<file path="src/rtl/sdrc_pkg.sv">
// Shared constants and types for the SDRAM application-side write path.
package sdrc_pkg;

  localparam int APP_DW_DEF = 32;
  localparam int APP_BW_DEF = 4;
  localparam int ENTRY_W    = APP_DW_DEF + APP_BW_DEF + 1;

  // One stored word: burst-last flag, active-low byte enables, data.
  typedef struct packed {
    logic                  last;
    logic [APP_BW_DEF-1:0] en_n;
    logic [APP_DW_DEF-1:0] data;
  } entry_t;

  // Head values presented while the buffer is empty: no bytes written.
  localparam logic [APP_DW_DEF-1:0] EMPTY_DATA = {APP_DW_DEF{1'b0}};
  localparam logic [APP_BW_DEF-1:0] EMPTY_EN_N = {APP_BW_DEF{1'b1}};

  // Build a storage entry from its fields.
  function automatic entry_t pack_entry(input logic last,
                                        input logic [APP_BW_DEF-1:0] en_n,
                                        input logic [APP_DW_DEF-1:0] data);
    entry_t e;
    e.last = last;
    e.en_n = en_n;
    e.data = data;
    return e;
  endfunction

endpackage

</file>
<file path="src/rtl/sdrc_app_wr_fifo_if.sv">
// Upstream write-word handshake into the application write buffer.
interface sdrc_app_wr_fifo_if
  import sdrc_pkg::*;
#(
  parameter int DW = APP_DW_DEF,
  parameter int BW = APP_BW_DEF
);
  logic          wr_valid;
  logic          wr_ready;
  logic [DW-1:0] wr_data;
  logic [BW-1:0] wr_en_n;
  logic          wr_last;

  modport master (output wr_valid, output wr_data, output wr_en_n, output wr_last,
                  input  wr_ready);
  modport slave  (input  wr_valid, input  wr_data, input  wr_en_n, input  wr_last,
                  output wr_ready);
endinterface

</file>
<file path="src/rtl/sdrc_fifo_ram.sv">
// Register array with one write port and one asynchronous read port.
module sdrc_fifo_ram #(
  parameter int DEPTH = 16,
  parameter int AW    = 4,
  parameter int W     = 37
) (
  input  logic          clk,
  input  logic          we_i,
  input  logic [AW-1:0] waddr_i,
  input  logic [W-1:0]  wdata_i,
  input  logic [AW-1:0] raddr_i,
  output logic [W-1:0]  rdata_o
);

  logic [W-1:0] mem_q [DEPTH];

  // Storage write; contents are intentionally left unreset.
  always_ff @(posedge clk) begin
    if (we_i) begin
      mem_q[waddr_i] <= wdata_i;
    end
  end

  assign rdata_o = mem_q[raddr_i];

endmodule

</file>
<file path="src/rtl/sdrc_app_wr_fifo.sv">
// Application write-data staging FIFO: first-word fall-through head,
// complete-burst counting, and sticky underrun / last-flag mismatch errors.
module sdrc_app_wr_fifo
  import sdrc_pkg::*;
#(
  parameter int APP_DW = APP_DW_DEF,
  parameter int APP_BW = APP_BW_DEF,
  parameter int DEPTH  = 16,
  parameter int AW     = 4
) (
  input  logic              clk,
  input  logic              reset,
  sdrc_app_wr_fifo_if.slave wr_if,
  output logic [APP_DW-1:0] app_wr_data,
  output logic [APP_BW-1:0] app_wr_en_n,
  input  logic              app_wr_next,
  input  logic              app_last_wr,
  output logic              burst_avail,
  output logic [AW:0]       burst_cnt,
  output logic [AW:0]       level,
  output logic              err_underrun,
  output logic              err_last_mis,
  input  logic              err_clr
);

  localparam int            EW       = APP_DW + APP_BW + 1;
  localparam logic [AW:0]   FULL_LVL = (AW+1)'(DEPTH);
  localparam logic [AW:0]   ZERO_LVL = {(AW+1){1'b0}};
  localparam logic [AW:0]   ONE_LVL  = {{AW{1'b0}}, 1'b1};
  localparam logic [AW-1:0] ONE_PTR  = {{(AW-1){1'b0}}, 1'b1};

  logic [AW-1:0] wr_ptr_q, wr_ptr_d, rd_ptr_q, rd_ptr_d;
  logic [AW:0]   level_q, level_d, bcnt_q, bcnt_d;
  logic          wr_ready_q, wr_ready_d;
  logic          err_un_q, err_un_d, err_mis_q, err_mis_d;
  logic          push_s, pop_s, empty_s, head_last_s;
  logic [EW-1:0] head_s, wentry_s;

  // Handshakes: wr_ready is a register, so pop never reaches it combinationally.
  assign empty_s     = (level_q == ZERO_LVL);
  assign push_s      = wr_if.wr_valid & wr_ready_q;
  assign pop_s       = app_wr_next & ~empty_s;
  assign wentry_s    = {wr_if.wr_last, wr_if.wr_en_n, wr_if.wr_data};
  assign head_last_s = head_s[EW-1];

  sdrc_fifo_ram #(.DEPTH(DEPTH), .AW(AW), .W(EW)) u_ram (
    .clk     (clk),
    .we_i    (push_s),
    .waddr_i (wr_ptr_q),
    .wdata_i (wentry_s),
    .raddr_i (rd_ptr_q),
    .rdata_o (head_s)
  );

  // Fall-through head; empty buffer presents data 0 with all bytes disabled.
  always_comb begin
    app_wr_data = APP_DW'(EMPTY_DATA);
    app_wr_en_n = APP_BW'(EMPTY_EN_N);
    if (!empty_s) begin
      app_wr_data = head_s[APP_DW-1:0];
      app_wr_en_n = head_s[APP_DW +: APP_BW];
    end else begin
      app_wr_data = APP_DW'(EMPTY_DATA);
      app_wr_en_n = APP_BW'(EMPTY_EN_N);
    end
  end

  // Next-state for pointers, occupancy, burst count, errors and ready.
  always_comb begin
    wr_ptr_d = wr_ptr_q;
    rd_ptr_d = rd_ptr_q;
    level_d  = level_q;
    bcnt_d   = bcnt_q;

    if (push_s) wr_ptr_d = wr_ptr_q + ONE_PTR;
    else        wr_ptr_d = wr_ptr_q;

    if (pop_s) rd_ptr_d = rd_ptr_q + ONE_PTR;
    else       rd_ptr_d = rd_ptr_q;

    case ({push_s, pop_s})
      2'b10:   level_d = level_q + ONE_LVL;
      2'b01:   level_d = level_q - ONE_LVL;
      default: level_d = level_q;
    endcase

    // Burst count follows the stored last flag, never app_last_wr.
    case ({push_s & wr_if.wr_last, pop_s & head_last_s})
      2'b10:   bcnt_d = bcnt_q + ONE_LVL;
      2'b01:   bcnt_d = bcnt_q - ONE_LVL;
      default: bcnt_d = bcnt_q;
    endcase

    // Sticky errors: a new event wins over a same-cycle clear.
    if (app_wr_next & empty_s) err_un_d = 1'b1;
    else if (err_clr)          err_un_d = 1'b0;
    else                       err_un_d = err_un_q;

    if (pop_s & (app_last_wr != head_last_s)) err_mis_d = 1'b1;
    else if (err_clr)                         err_mis_d = 1'b0;
    else                                      err_mis_d = err_mis_q;

    wr_ready_d = (level_d != FULL_LVL);
  end

  // State registers with synchronous reset; memory contents are not cleared.
  always_ff @(posedge clk) begin
    if (reset) begin
      wr_ptr_q   <= {AW{1'b0}};
      rd_ptr_q   <= {AW{1'b0}};
      level_q    <= ZERO_LVL;
      bcnt_q     <= ZERO_LVL;
      wr_ready_q <= 1'b1;
      err_un_q   <= 1'b0;
      err_mis_q  <= 1'b0;
    end else begin
      wr_ptr_q   <= wr_ptr_d;
      rd_ptr_q   <= rd_ptr_d;
      level_q    <= level_d;
      bcnt_q     <= bcnt_d;
      wr_ready_q <= wr_ready_d;
      err_un_q   <= err_un_d;
      err_mis_q  <= err_mis_d;
    end
  end

  assign wr_if.wr_ready = wr_ready_q;
  assign level          = level_q;
  assign burst_cnt      = bcnt_q;
  assign burst_avail    = (bcnt_q != ZERO_LVL);
  assign err_underrun   = err_un_q;
  assign err_last_mis   = err_mis_q;

endmodule

</file>
<file path="src/flat_wrapper.sv">
// flat-port wrapper written by rule: the top's interface ports become plain ports
module sdrc_app_wr_fifo_flat import sdrc_pkg::*;
#(
  parameter int APP_DW = APP_DW_DEF,
  parameter int APP_BW = APP_BW_DEF,
  parameter int DEPTH  = 16,
  parameter int AW     = 4
)
  (clk, reset, app_wr_data, app_wr_en_n, app_wr_next, app_last_wr, burst_avail, burst_cnt, level, err_underrun, err_last_mis, err_clr, wr_if_wr_valid, wr_if_wr_data, wr_if_wr_en_n, wr_if_wr_last, wr_if_wr_ready);
  sdrc_app_wr_fifo_if wr_if_i ();
  input  logic clk;
  input  logic reset;
  output logic [APP_DW-1:0] app_wr_data;
  output logic [APP_BW-1:0] app_wr_en_n;
  input  logic app_wr_next;
  input  logic app_last_wr;
  output logic burst_avail;
  output logic [AW:0] burst_cnt;
  output logic [AW:0] level;
  output logic err_underrun;
  output logic err_last_mis;
  input  logic err_clr;
  input wire logic [$bits(wr_if_i.wr_valid)-1:0] wr_if_wr_valid;
  input wire logic [$bits(wr_if_i.wr_data)-1:0] wr_if_wr_data;
  input wire logic [$bits(wr_if_i.wr_en_n)-1:0] wr_if_wr_en_n;
  input wire logic [$bits(wr_if_i.wr_last)-1:0] wr_if_wr_last;
  output wire logic [$bits(wr_if_i.wr_ready)-1:0] wr_if_wr_ready;
  assign wr_if_i.wr_valid = wr_if_wr_valid;
  assign wr_if_i.wr_data = wr_if_wr_data;
  assign wr_if_i.wr_en_n = wr_if_wr_en_n;
  assign wr_if_i.wr_last = wr_if_wr_last;
  assign wr_if_wr_ready = wr_if_i.wr_ready;
  sdrc_app_wr_fifo #(.APP_DW(APP_DW), .APP_BW(APP_BW), .DEPTH(DEPTH), .AW(AW)) u_core (.clk(clk), .reset(reset), .wr_if(wr_if_i), .app_wr_data(app_wr_data), .app_wr_en_n(app_wr_en_n), .app_wr_next(app_wr_next), .app_last_wr(app_last_wr), .burst_avail(burst_avail), .burst_cnt(burst_cnt), .level(level), .err_underrun(err_underrun), .err_last_mis(err_last_mis), .err_clr(err_clr));
endmodule
</file>
<file path="config.mk">
export PLATFORM = sky130hd
export DESIGN_NAME = sdrc_app_wr_fifo_flat
export DESIGN_NICKNAME = d
export VERILOG_FILES = /design/src/rtl/sdrc_pkg.sv /design/src/rtl/sdrc_app_wr_fifo_if.sv /design/src/rtl/sdrc_fifo_ram.sv /design/src/rtl/sdrc_app_wr_fifo.sv /design/src/flat_wrapper.sv
export SDC_FILE = /design/constraint.sdc
export NUM_CORES = 1
export LEC_CHECK = 0
export BUFFER_PORTS_ARGS = -buffer_cell sky130_fd_sc_hd__buf_2
export CAP_MARGIN = 20
export CORE_MARGIN = 1
export CORE_UTILIZATION = 55
export CTS_CLUSTER_DIAMETER = 30
export DETAILED_ROUTE_END_ITERATION = 8
export GPL_ROUTABILITY_DRIVEN = 0
export PLACE_DENSITY = 0.73
export SLEW_MARGIN = 40
export SYNTH_ARGS = -nofsm -noshare
export SYNTH_HDL_FRONTEND = slang
export SYNTH_SLANG_ARGS = --single-unit
</file>
<file path="constraint.sdc">
create_clock -name clk -period 4.3 [get_ports clk]
set_input_delay 0.43 -clock clk [delete_from_list [all_inputs] [get_ports clk]]
set_output_delay 0.43 -clock clk [all_outputs]
set_load 0.005 [all_outputs]
</file>
==> out/metrics.cfg, run 1 <==
[run_status]
status = finished clean

[final_layout]
layout_common_cells = 592 x edfxtp_1, 184 x mux4_2, 106 x clkbuf_16
final_common_cell = edfxtp_1
syn_to_final_growth_pct = 21.3
final_area_mm2 = 0.0289
layout-drive-gt1-share = 0.388
finalNetCount = 1262
fin_cells = 1873

[timing]
fmax_mhz = 267
slew_headroom = 0.456
min_period_ns = 3.75
fin_setup_tns_ns = 0
fin_ws_ns = 0.553
worst_pin_slew_ns = 0.815
drv_slew = 0
period_share = 0.871
final-setup-viol-count = 0
hold_ws_ns = 0.122
finalHoldViolations = 0
rsz0062_at_grt = no
finClkSkew_ns = 0.0494

[floorplanning]
ioPinCount = 93
die_w_um = 210
row_count = 75
start_util = 0.563
core-area_mm2 = 0.0423
die_area_mm2 = 0.0442
die_y_um = 210

[routing]
post_drt_wl_per_cell_um = 28.6
routed-via-count = 11500
routed_wl_um = 53600
viasPerCell = 6.14
remaining_drc_errors = 0
first_pass_iters = 5
drt_iter0_drc = 1151
ant_nets = 0

[global_route]
antenna_found_initial = 3
grt-ovfl-total = 0
grt_pass1_vias = 12297
grt_max_degree = 73
grt_pass1_wl_um = 79500
track_usage = 0.254

[clock_tree]
cts_root_buffer = clkbuf_16
h-tree-depth = 3
hold_buffers = 0
clk_pin_slew_ns = 0.05
cts.sinks = 617
cts_tree = yes
cts_setup_buffers = 0
worstSkewPairLatency_ns = 0.65
cts-buffers-inserted = 106
ctsResizeCount = 0
cts_buffer_depth = 3

[synth]
synthArstFlopShare = 0
ys_seq_area_frac = 0.767
synth_area_per_cell_um2 = 23.0
synth-seq-cells = 617
synth-edff-count = 592
synth_cells = 1035
syn_area_mm2 = 0.0238
synthFlopType = edfxtp_1
yosysUniqueCellTypes = 37
synth_nets = 1090
yosys_warnings = 0

[run]
maxCapViolCount = 0

[worst_setup_path]
regToRegSetupSlack_ns = 1.13
r2r_end = u_core.burst_cnt[4]$_SDFFE_PP0P_
cp.required_ns = 3.87
cp_max_fo = 48
critPathLaunchType = register
worstSetupPathType = reg2out
r2r_cells = 13
worstSetupEndpointType = output port
arrival_ns = 3.32

[worst_hold_path]
hold_path_end = u_core.err_underrun$_SDFFE_PP0P_
worstHoldPathCells = 3
hp-start = app_wr_next
hp-class = in2reg

[place]
place_inst = 1676
dp_hpwl_um = 24700
place_ws_ns = 1.12
placed_area_mm2 = 0.0252
io_buffers = 92

[power]
netSwitchingPower_mw = 4.74
leakage_nw = 9.34
intPower_mw = 14.1
power.sequential.fraction = 0.369
pwr-share-comb = 0.172
p_sw_frac = 0.252
peakVddDrop_mv = 0.611
p_per_area_mw_per_mm2 = 650
clkPwrFrac = 0.460

## metrics by stage
| step | utilization | power [mW] |
|---|---|---|
| after floorplan | - | 9.32 |
| after global placement | 0.594 | 10.2 |
| after detailed placement | 0.594 | 10.3 |
| after CTS | 0.683 | 19.0 |
| after global routing | 0.683 | 19.4 |
| final | 0.683 | 18.8 |
## sequential cells by signal, summed over array words and instances (netlist names), named ones only
register / flops
u_core.u_ram.mem_q: 592
u_core.err_underrun: 1
u_core.err_last_mis: 1
u_core.level: 5
u_core.wr_if.wr_ready: 1
u_core.wr_ptr_q: 4
u_core.burst_cnt: 5
u_core.rd_ptr_q: 4
## worst max-delay path: stages (launching register included)
cell     delay, ns
dfxtp_4       0.65
buf_4         0.67
mux4_2        0.41
mux4_2        0.53
or2_1         0.23
buf_2         0.13
## power by group through the flow
| stage | Clock, mW | Combinational [mW] | Sequential, mW |
|---|---|---|---|
| 4_1_cts | 8.73 | 3.29 | 6.93 |
| 3_3_place_gp | 0 | 3.21 | 7.03 |
| 2_1_floorplan | 0 | 2.33 | 6.99 |
| 5_1_grt | 9.00 | 3.50 | 6.95 |
| 3_5_place_dp | 0 | 3.23 | 7.04 |
| 6_report | 8.64 | 3.23 | 6.93 |
## how the worst max path moves through the flow
stage                   start                                  to  slack [ns]  depth (start not counted)
6_report             register                      app_wr_en_n[1]        0.55                          5
5_1_grt              register                      app_wr_data[1]        0.48                          5
4_1_cts              register                      app_wr_en_n[1]        0.57                          5
3_5_place_dp         register    u_core.burst_cnt[4]$_SDFFE_PP0P_        1.12                         13
3_3_place_gp         register    u_core.burst_cnt[4]$_SDFFE_PP0P_        1.19                         13
2_1_floorplan  wr_if_wr_valid  u_core.u_ram.mem_q[3][0]$_DFFE_PP_        0.30                          4
## final cells by class
class	count	area (um^2)
repair buffers	118	763
multi-input cells	355	5360
clock buffers	115	2690
diodes	1	2.50
well taps	577	722
clock inverters	81	1050
flip-flops and latches	617	18300
inverters	9	33.8
fillers	2538	13400
## synth_stat cells, types with 2 or more instances
cell      instances  area share
a21oi_1          10      0.0021
and2_1            3     0.00079
buf_1            10      0.0016
buf_2             7      0.0015
buf_4            10      0.0032
buf_6             4      0.0019
clkbuf_1         23      0.0036
dfxtp_1          25       0.021
edfxtp_1        592        0.75
ha_1             11      0.0058
inv_1             9      0.0014
mux2i_1           6      0.0025
mux4_2          184        0.17
nand2_1          12      0.0019
nand2b_1          2     0.00052
nand4_1           3     0.00079
nor2_1           44      0.0069
nor2b_1          37      0.0097
nor3_1            7      0.0015
o21ai_0           2     0.00042
or2_1             4      0.0010
xnor2_1           6      0.0022
xor2_1           10      0.0037
## layer usage
layer,part of all wire,up-vias,track usage
li1,-,4720,-
met1,0.39,6085,0.336
met2,0.51,575,0.419
met3,0.078,116,0.0566
met4,0.025,4,0.0924
met5,0.00045,-,0
## cells by family (layout without fill, tap and decap cells)
family / count (synthesis) / in the layout / synth area share
flops: 617 / 617 / 0.767
mux: 191 / 191 / 0.177
simple gates: 116 / 116 / 0.0249
buf+inv: 63 / 323 / 0.0131
compound gates: 20 / 20 / 0.00557
xor+xnor: 16 / 16 / 0.00588
fa+ha+maj: 12 / 12 / 0.00662
other cells: 0 / 1 / 0
No activity file was read; power rests on OpenSTA's default activity.
==> run 2: changes to the inputs <==
BUFFER_PORTS_ARGS = unset   (was -buffer_cell sky130_fd_sc_hd__buf_2)
CORE_UTILIZATION = 57   (was 55)
DONT_BUFFER_PORTS = 1   (was unset)
==> out/metrics.cfg, run 2 (synthesis gave the netlist of run 1 again) <==
[worst_setup_path]
endpoint = app_wr_data[15]
cp.required_ns = 3.87  ; about the same
arrival_ns = 3.35  ; +0.03 ns
cp_max_fo = 61  ; +27%
r2r_end = u_core.burst_cnt[4]$_SDFFE_PP0P_
regToRegSetupSlack_ns = 1.14  ; about the same
r2r_cells = 12  ; -1
critPathLaunchType = register
worstSetupEndpointType = output port
worstSetupPathType = reg2out

[clock_tree]
cts-buffers-inserted = 109  ; +2.8%
clk_pin_slew_ns = 0.04  ; about the same
cts_buffer_depth = 3  ; unchanged
cts.sinks = 617  ; unchanged
cts_tree = yes
worstSkewPairLatency_ns = 0.63  ; -0.02 ns
cts_setup_buffers = 0  ; unchanged
cts_root_buffer = clkbuf_16
h-tree-depth = 3  ; unchanged

[global_route]
grt_pass1_vias = 11971  ; -2.7%
track_usage = 0.258  ; +0.00427
grt-ovfl-total = 0  ; unchanged
antenna_found_initial = 2  ; -1
grt_pass1_wl_um = 77200  ; -2.9%
grt_max_degree = 94  ; +29%

[place]
io_buffers = 0  ; -100%
dp_hpwl_um = 25300  ; +2.6%
place_inst = 1553  ; -7.3%
place_ws_ns = 1.08  ; -0.0327 ns
placed_area_mm2 = 0.0249  ; -1.1%

[routing]
first_pass_iters = 7  ; +2
ant_nets = 0  ; unchanged
viasPerCell = 6.34  ; +3.3%
drt_iter0_drc = 1103  ; -4.2%
routed_wl_um = 52600  ; -1.9%
post_drt_wl_per_cell_um = 29.2  ; +2.0%
routed-via-count = 11420  ; -0.70%
remaining_drc_errors = 8  ; +8

[final_layout]
fillers = 2316  ; -8.7%
syn_to_final_growth_pct = 21.7
largest_register_ffs = 592  ; unchanged
layout-drive-gt1-share = 0.345  ; -0.0435
top_register = u_core.u_ram.mem_q
final_common_cell = edfxtp_1
layout_common_cells = 592 x edfxtp_1, 184 x mux4_2, 111 x clkbuf_16
fin_cells = 1800  ; -3.9%
finish.utilization = 0.707  ; +0.0238
final_area_mm2 = 0.0290  ; +0.30%
finalNetCount = 1227  ; -2.8%

[floorplanning]
core-area_mm2 = 0.0410  ; -3.1%
die_area_mm2 = 0.0426  ; -3.5%
ioPinCount = 93  ; unchanged
die_w_um = 206  ; -1.8%
start_util = 0.581  ; +0.0179
die_y_um = 206  ; -1.8%
row_count = 74  ; -1.3%

[power]
leakage_nw = 9.15  ; -2.0%
p_sw_frac = 0.256  ; +0.00357
peakVddDrop_mv = 0.377  ; -38%
pwr-share-comb = 0.162  ; -0.010
intPower_mw = 13.6  ; -2.9%
netSwitchingPower_mw = 4.69  ; -1.0%
p_per_area_mw_per_mm2 = 633  ; -2.7%
power.sequential.fraction = 0.379  ; +0.010
clkPwrFrac = 0.459  ; about the same
report.power.total_mw = 18.3  ; -2.4%

[timing]
final-setup-viol-count = 0  ; unchanged
slew_headroom = 0.517  ; +0.0618
fin_setup_tns_ns = 0  ; unchanged
rsz0062_at_grt = no
fmax_mhz = 265  ; -0.88%
fin_ws_ns = 0.520  ; -0.0333 ns
hold_ws_ns = 0.0249  ; -0.0971 ns
worst_pin_slew_ns = 0.724  ; -0.0908 ns
finalHoldViolations = 0  ; unchanged
finClkSkew_ns = 0.0176  ; -0.0318 ns
drv_slew = 0  ; unchanged
min_period_ns = 3.78  ; +0.0333 ns
period_share = 0.879  ; +0.00774

[worst_hold_path]
hp-class = in2reg
hp-start = err_clr

[run]
maxCapViolCount = 0  ; unchanged

[run_status]
status = finished with violations
violations = design-rule violations

[run 2: changes by cell type in the layout (fill, tap and decap cells not counted), moves of 4 or more]
cell,delta
buf_2,-91
buf_16,+5
inv_6,-4
clkbuf_16,+5
clkinvlp_4,+14
bufinv_16,-8
dlygate4sd3_1,+38
buf_8,+6
buf_4,+5
[run 2: power groups by stage]
stage	Combinational, mW	Sequential (mW)	Clock (mW)
after floorplan	2.33	6.99	0
after global placement	2.81	7.06	0
after detailed placement	2.87	7.07	0
after CTS	3.04	6.96	8.51
after global routing	3.21	6.98	8.77
final	2.97	6.96	8.41
[run 2: area by class of cell]
cell class | count | area (um^2) | area share
diodes | 1 | 2.50 | 0.0000863
repair buffers | 80 | 942 | 0.0325
inverters | 9 | 33.8 | 0.00117
clock inverters | 85 | 846 | 0.0292
well taps | 532 | 666 | 0.0230
multi-input cells | 355 | 5380 | 0.185
clock buffers | 121 | 2840 | 0.0978
flip-flops and latches | 617 | 18300 | 0.631
[run 2: timing repair]
item,CTS,global route
setup endpoints to repair,0,0
hold endpoints to repair,617,0
resized for setup,0,0
hold buffers,39,0
[run 2: worst max-delay path, stage by stage (launching register included)]
cell,delay [ns]
dfxtp_4,0.53
buf_12,0.48
buf_16,0.39
mux4_2,0.57
mux4_2,0.52
nor2b_1,0.17
[run 2: how the worst min path moves through the flow]
stage                     cells past startpoint                          endpoint
after floorplan                               2                          register
after global placement                        2   u_core.rd_ptr_q[3]$_SDFFE_PP0P_
after detailed placement                      1                          register
after CTS                                     3  u_core.err_last_mis$_SDFFE_PP0P_
after global routing                          3  u_core.err_underrun$_SDFFE_PP0P_
final                                         3  u_core.err_underrun$_SDFFE_PP0P_
[run 2: metal layers]
layer	routed length, um	track usage	up-vias
li1	-	-	4657
met1	20600	0.351	6118
met2	26800	0.416	533
met3	3890	0.0572	110
met4	1290	0.0888	2
met5	13	0	-
==> run 3: changes to the inputs <==
SYNTH_HIERARCHICAL = 1   (was unset)
==> out/metrics.cfg, run 3 <==
[run]
maxCapViolCount = 0  ; unchanged

[power]
report.power.total_mw = 18.6  ; +1.6%
netSwitchingPower_mw = 4.79  ; +2.2%
clkPwrFrac = 0.462  ; +0.003
intPower_mw = 13.8  ; +1.4%
p_per_area_mw_per_mm2 = 649  ; +2.6%
power.sequential.fraction = 0.375  ; -0.004
peakVddDrop_mv = 0.364  ; -3.5%
p_sw_frac = 0.257  ; +0.00157
leakage_nw = 9.23  ; +0.89%
pwr-share-comb = 0.162  ; about the same

[synth]
synth-seq-cells = 613  ; -0.65%
yosys.area_share.simple = 0.0322  ; +0.00735
synth_compound_area_frac = 0.0298  ; +0.0242
synth_nets = 1153  ; +5.8%
yosysUniqueCellTypes = 40  ; +8.1%
synth_xor_area_frac = 0.00593  ; +0.0000489
yosys_warnings = 6  ; +6
synthAdderAreaFrac = 0.00561  ; -0.00100
synthTopCellsByArea = edfxtp_1 75%, mux4_2 14%, a22oi_1 2.4%
synth_top_family_by_area = multiplexers
yosys.area.top_type = edfxtp_1
ys_seq_area_frac = 0.770  ; +0.00299
synth-edff-count = 592  ; unchanged
synth_area_per_cell_um2 = 21.5  ; -6.7%
syn_area_mm2 = 0.0236  ; -0.82%
synth_common_cells = 592 x edfxtp_1, 148 x mux4_2, 74 x a22oi_1
synth_cells = 1100  ; +6.3%
synth_top_area_share = 0.752  ; +0.00620
yosysMostFrequentCell = edfxtp_1
synthArstFlopShare = 0  ; unchanged
synthMuxAreaShare = 0.143  ; -0.0342
synthFlopType = edfxtp_1

[worst_setup_path]
cp_top_family = buffers and inverters
crit_slowest_cell = buf_4
worstSetupPathType = reg2out
critPathBufInv = 2  ; unchanged
cp.required_ns = 3.87  ; about the same
cp_common_cell = buf_4
arrival_ns = 3.25  ; -0.10 ns
r2r_start = u_core/rd_ptr_q[1]$_SDFFE_PP0N_
critPathLaunchType = register
worstSetupEndpointType = output port
critPathLaunch = u_core/rd_ptr_q[0]$_SDFFE_PP0N_
max_stage_delay_ns = 0.61  ; +0.04 ns
cp_max_fo = 32  ; -48%
cp_cell_sequence = buf_4 -> buf_4 -> mux4_2 -> a22oi_1 -> nand2_1 -> and2_1

[timing]
min_period_ns = 3.68  ; -0.101 ns
fin_setup_tns_ns = 0  ; unchanged
final-setup-viol-count = 0  ; unchanged
rsz0062_at_grt = no
finalHoldViolations = 0  ; unchanged
fmax_mhz = 272  ; +2.7%
worst_pin_slew_ns = 0.879  ; +0.155 ns
hold_ws_ns = 0.0539  ; +0.0290 ns
slew_headroom = 0.412  ; -0.105
finClkSkew_ns = 0.0356  ; +0.0180 ns
period_share = 0.856  ; -0.0234
drv_slew = 0  ; unchanged

[clock_tree]
cts_tree = yes
cts.sinks = 613  ; -0.65%
ctsResizeCount = 0  ; unchanged
cts_root_buffer = clkbuf_16
worstSkewPairLatency_ns = 0.65  ; +0.02 ns
cts_buffer_depth = 3  ; unchanged
h-tree-depth = 3  ; unchanged
cts_setup_buffers = 0  ; unchanged
cts-buffers-inserted = 110  ; +0.92%
clk_pin_slew_ns = 0.05  ; about the same

[routing]
routed-via-count = 11919  ; +4.4%
drt_iter0_drc = 1155  ; +4.7%
route.met2.wl_um = 27600  ; +2.9%
wl_met1_um = 20700  ; +0.51%
viasPerCell = 6.41  ; +1.1%
ant_nets = 0  ; unchanged
post_drt_wl_per_cell_um = 29.2  ; -0.17%
routed_wl_um = 54200  ; +3.0%
first_pass_iters = 7  ; unchanged
remaining_drc_errors = 0  ; -8
wl_met3_um = 4520  ; +16%
top_layer = met4

[floorplanning]
core-area_mm2 = 0.0408  ; -0.45%
ioPinCount = 93  ; unchanged
start_util = 0.579  ; -0.00218
die_area_mm2 = 0.0423  ; -0.82%
row_count = 74  ; unchanged
die_w_um = 206  ; -0.41%
die_y_um = 206  ; -0.41%

[final_layout]
finalNetCount = 1284  ; +4.6%
final_common_cell = edfxtp_1
top_register = u_core/u_ram/mem_q
layout-drive-gt1-share = 0.298  ; -0.0466
largest_register_ffs = 592  ; unchanged
layout_common_cells = 592 x edfxtp_1, 148 x mux4_2, 111 x clkbuf_16
final_area_mm2 = 0.0287  ; -0.96%
finish.utilization = 0.703  ; -0.00363
syn_to_final_growth_pct = 21.5

[global_route]
grt_pass1_vias = 12446  ; +4.0%
grt_pass1_wl_um = 79700  ; +3.1%
track_usage = 0.266  ; +0.00831
grt_max_degree = 82  ; -13%
antenna_found_initial = 2  ; unchanged
grt-ovfl-total = 0  ; unchanged

[place]
placed_area_mm2 = 0.0245  ; -1.4%
dp_hpwl_um = 25800  ; +1.8%
io_buffers = 0  ; unchanged

[worst_hold_path]
hp-class = in2reg
hp-start = app_wr_next

[run_status]
status = finished clean

[run 3: cell types whose count changed in the layout (fill, tap and decap cells not counted), sizes merged, moves of 6 or more]
| cell | change |
|---|---|
| nor2 | -10 |
| mux4 | -36 |
| nand2 | +38 |
| and2 | +30 |
| a22oi | +73 |
| nor2b | -33 |
| buf | -6 |
| clkinvlp | -8 |
| nand3 | +7 |
[run 3: worst paths after layout]
path	endpoint	slack (ns)	cells past startpoint
worst max-delay path	app_wr_data[15]	0.62	6
worst min-delay path	u_core/rd_ptr_q[1]$_SDFFE_PP0N_	0.05	2
worst max register to register	u_core/burst_cnt[4]$_SDFFE_PP0P_	0.97	11
worst min register to register	u_core/err_underrun$_SDFFE_PP0P_	0.48	2
[run 3: power by group through the flow]
stage          Clock, mW  Combinational (mW)  Sequential, mW
3_5_place_dp           0                2.92            7.10
3_3_place_gp           0                2.88            7.09
5_1_grt             8.98                3.27            7.02
6_report            8.62                3.02            7.00
4_1_cts             8.71                3.08            7.00
2_1_floorplan          0                2.37            7.02
[run 3: final cells by class]
type	count	area [um^2]
timing repair buffer	76	823
sequential	613	18200
fill	2314	12100
inverter	4	15.0
tap	532	666
multi-input combinational	426	5250
clock inverter	80	900
clock buffer	125	2850
antenna	2	5.00
[run 3: cells by family (layout without fill, tap and decap cells)]
kind of cell / Yosys count / after routing
AOI/OAI and AO/OA: 94 / 94
xor gates and xnor gates: 16 / 16
adders and majority gates: 10 / 10
buffers and inverters: 61 / 285
DFF: 613 / 613
muxes: 152 / 152
other: 0 / 2
and+or+nand+nor: 154 / 154
[run 3: routing by layer]
layer / global-route usage / up-vias
li1: - / 4892
met1: 0.352 / 6294
met2: 0.435 / 620
met3: 0.0632 / 113
met4: 0.0960 / 0
met5: 0 / -
[run 3: timing repair]
item | 4_1_cts | 5_1_grt
hold buffers | 40 | 0
endpoints found under the hold margin | 611 | 0
endpoints found under the setup margin | 0 | 0
[run 3: per-stage QoR]
step           setup slack [ns]  std cells
2_1_floorplan            0.0691       1100
3_3_place_gp               1.04       1609
3_5_place_dp               1.03       1610
4_1_cts                   0.510       1855
5_1_grt                   0.384       1858
6_report                  0.620       1858
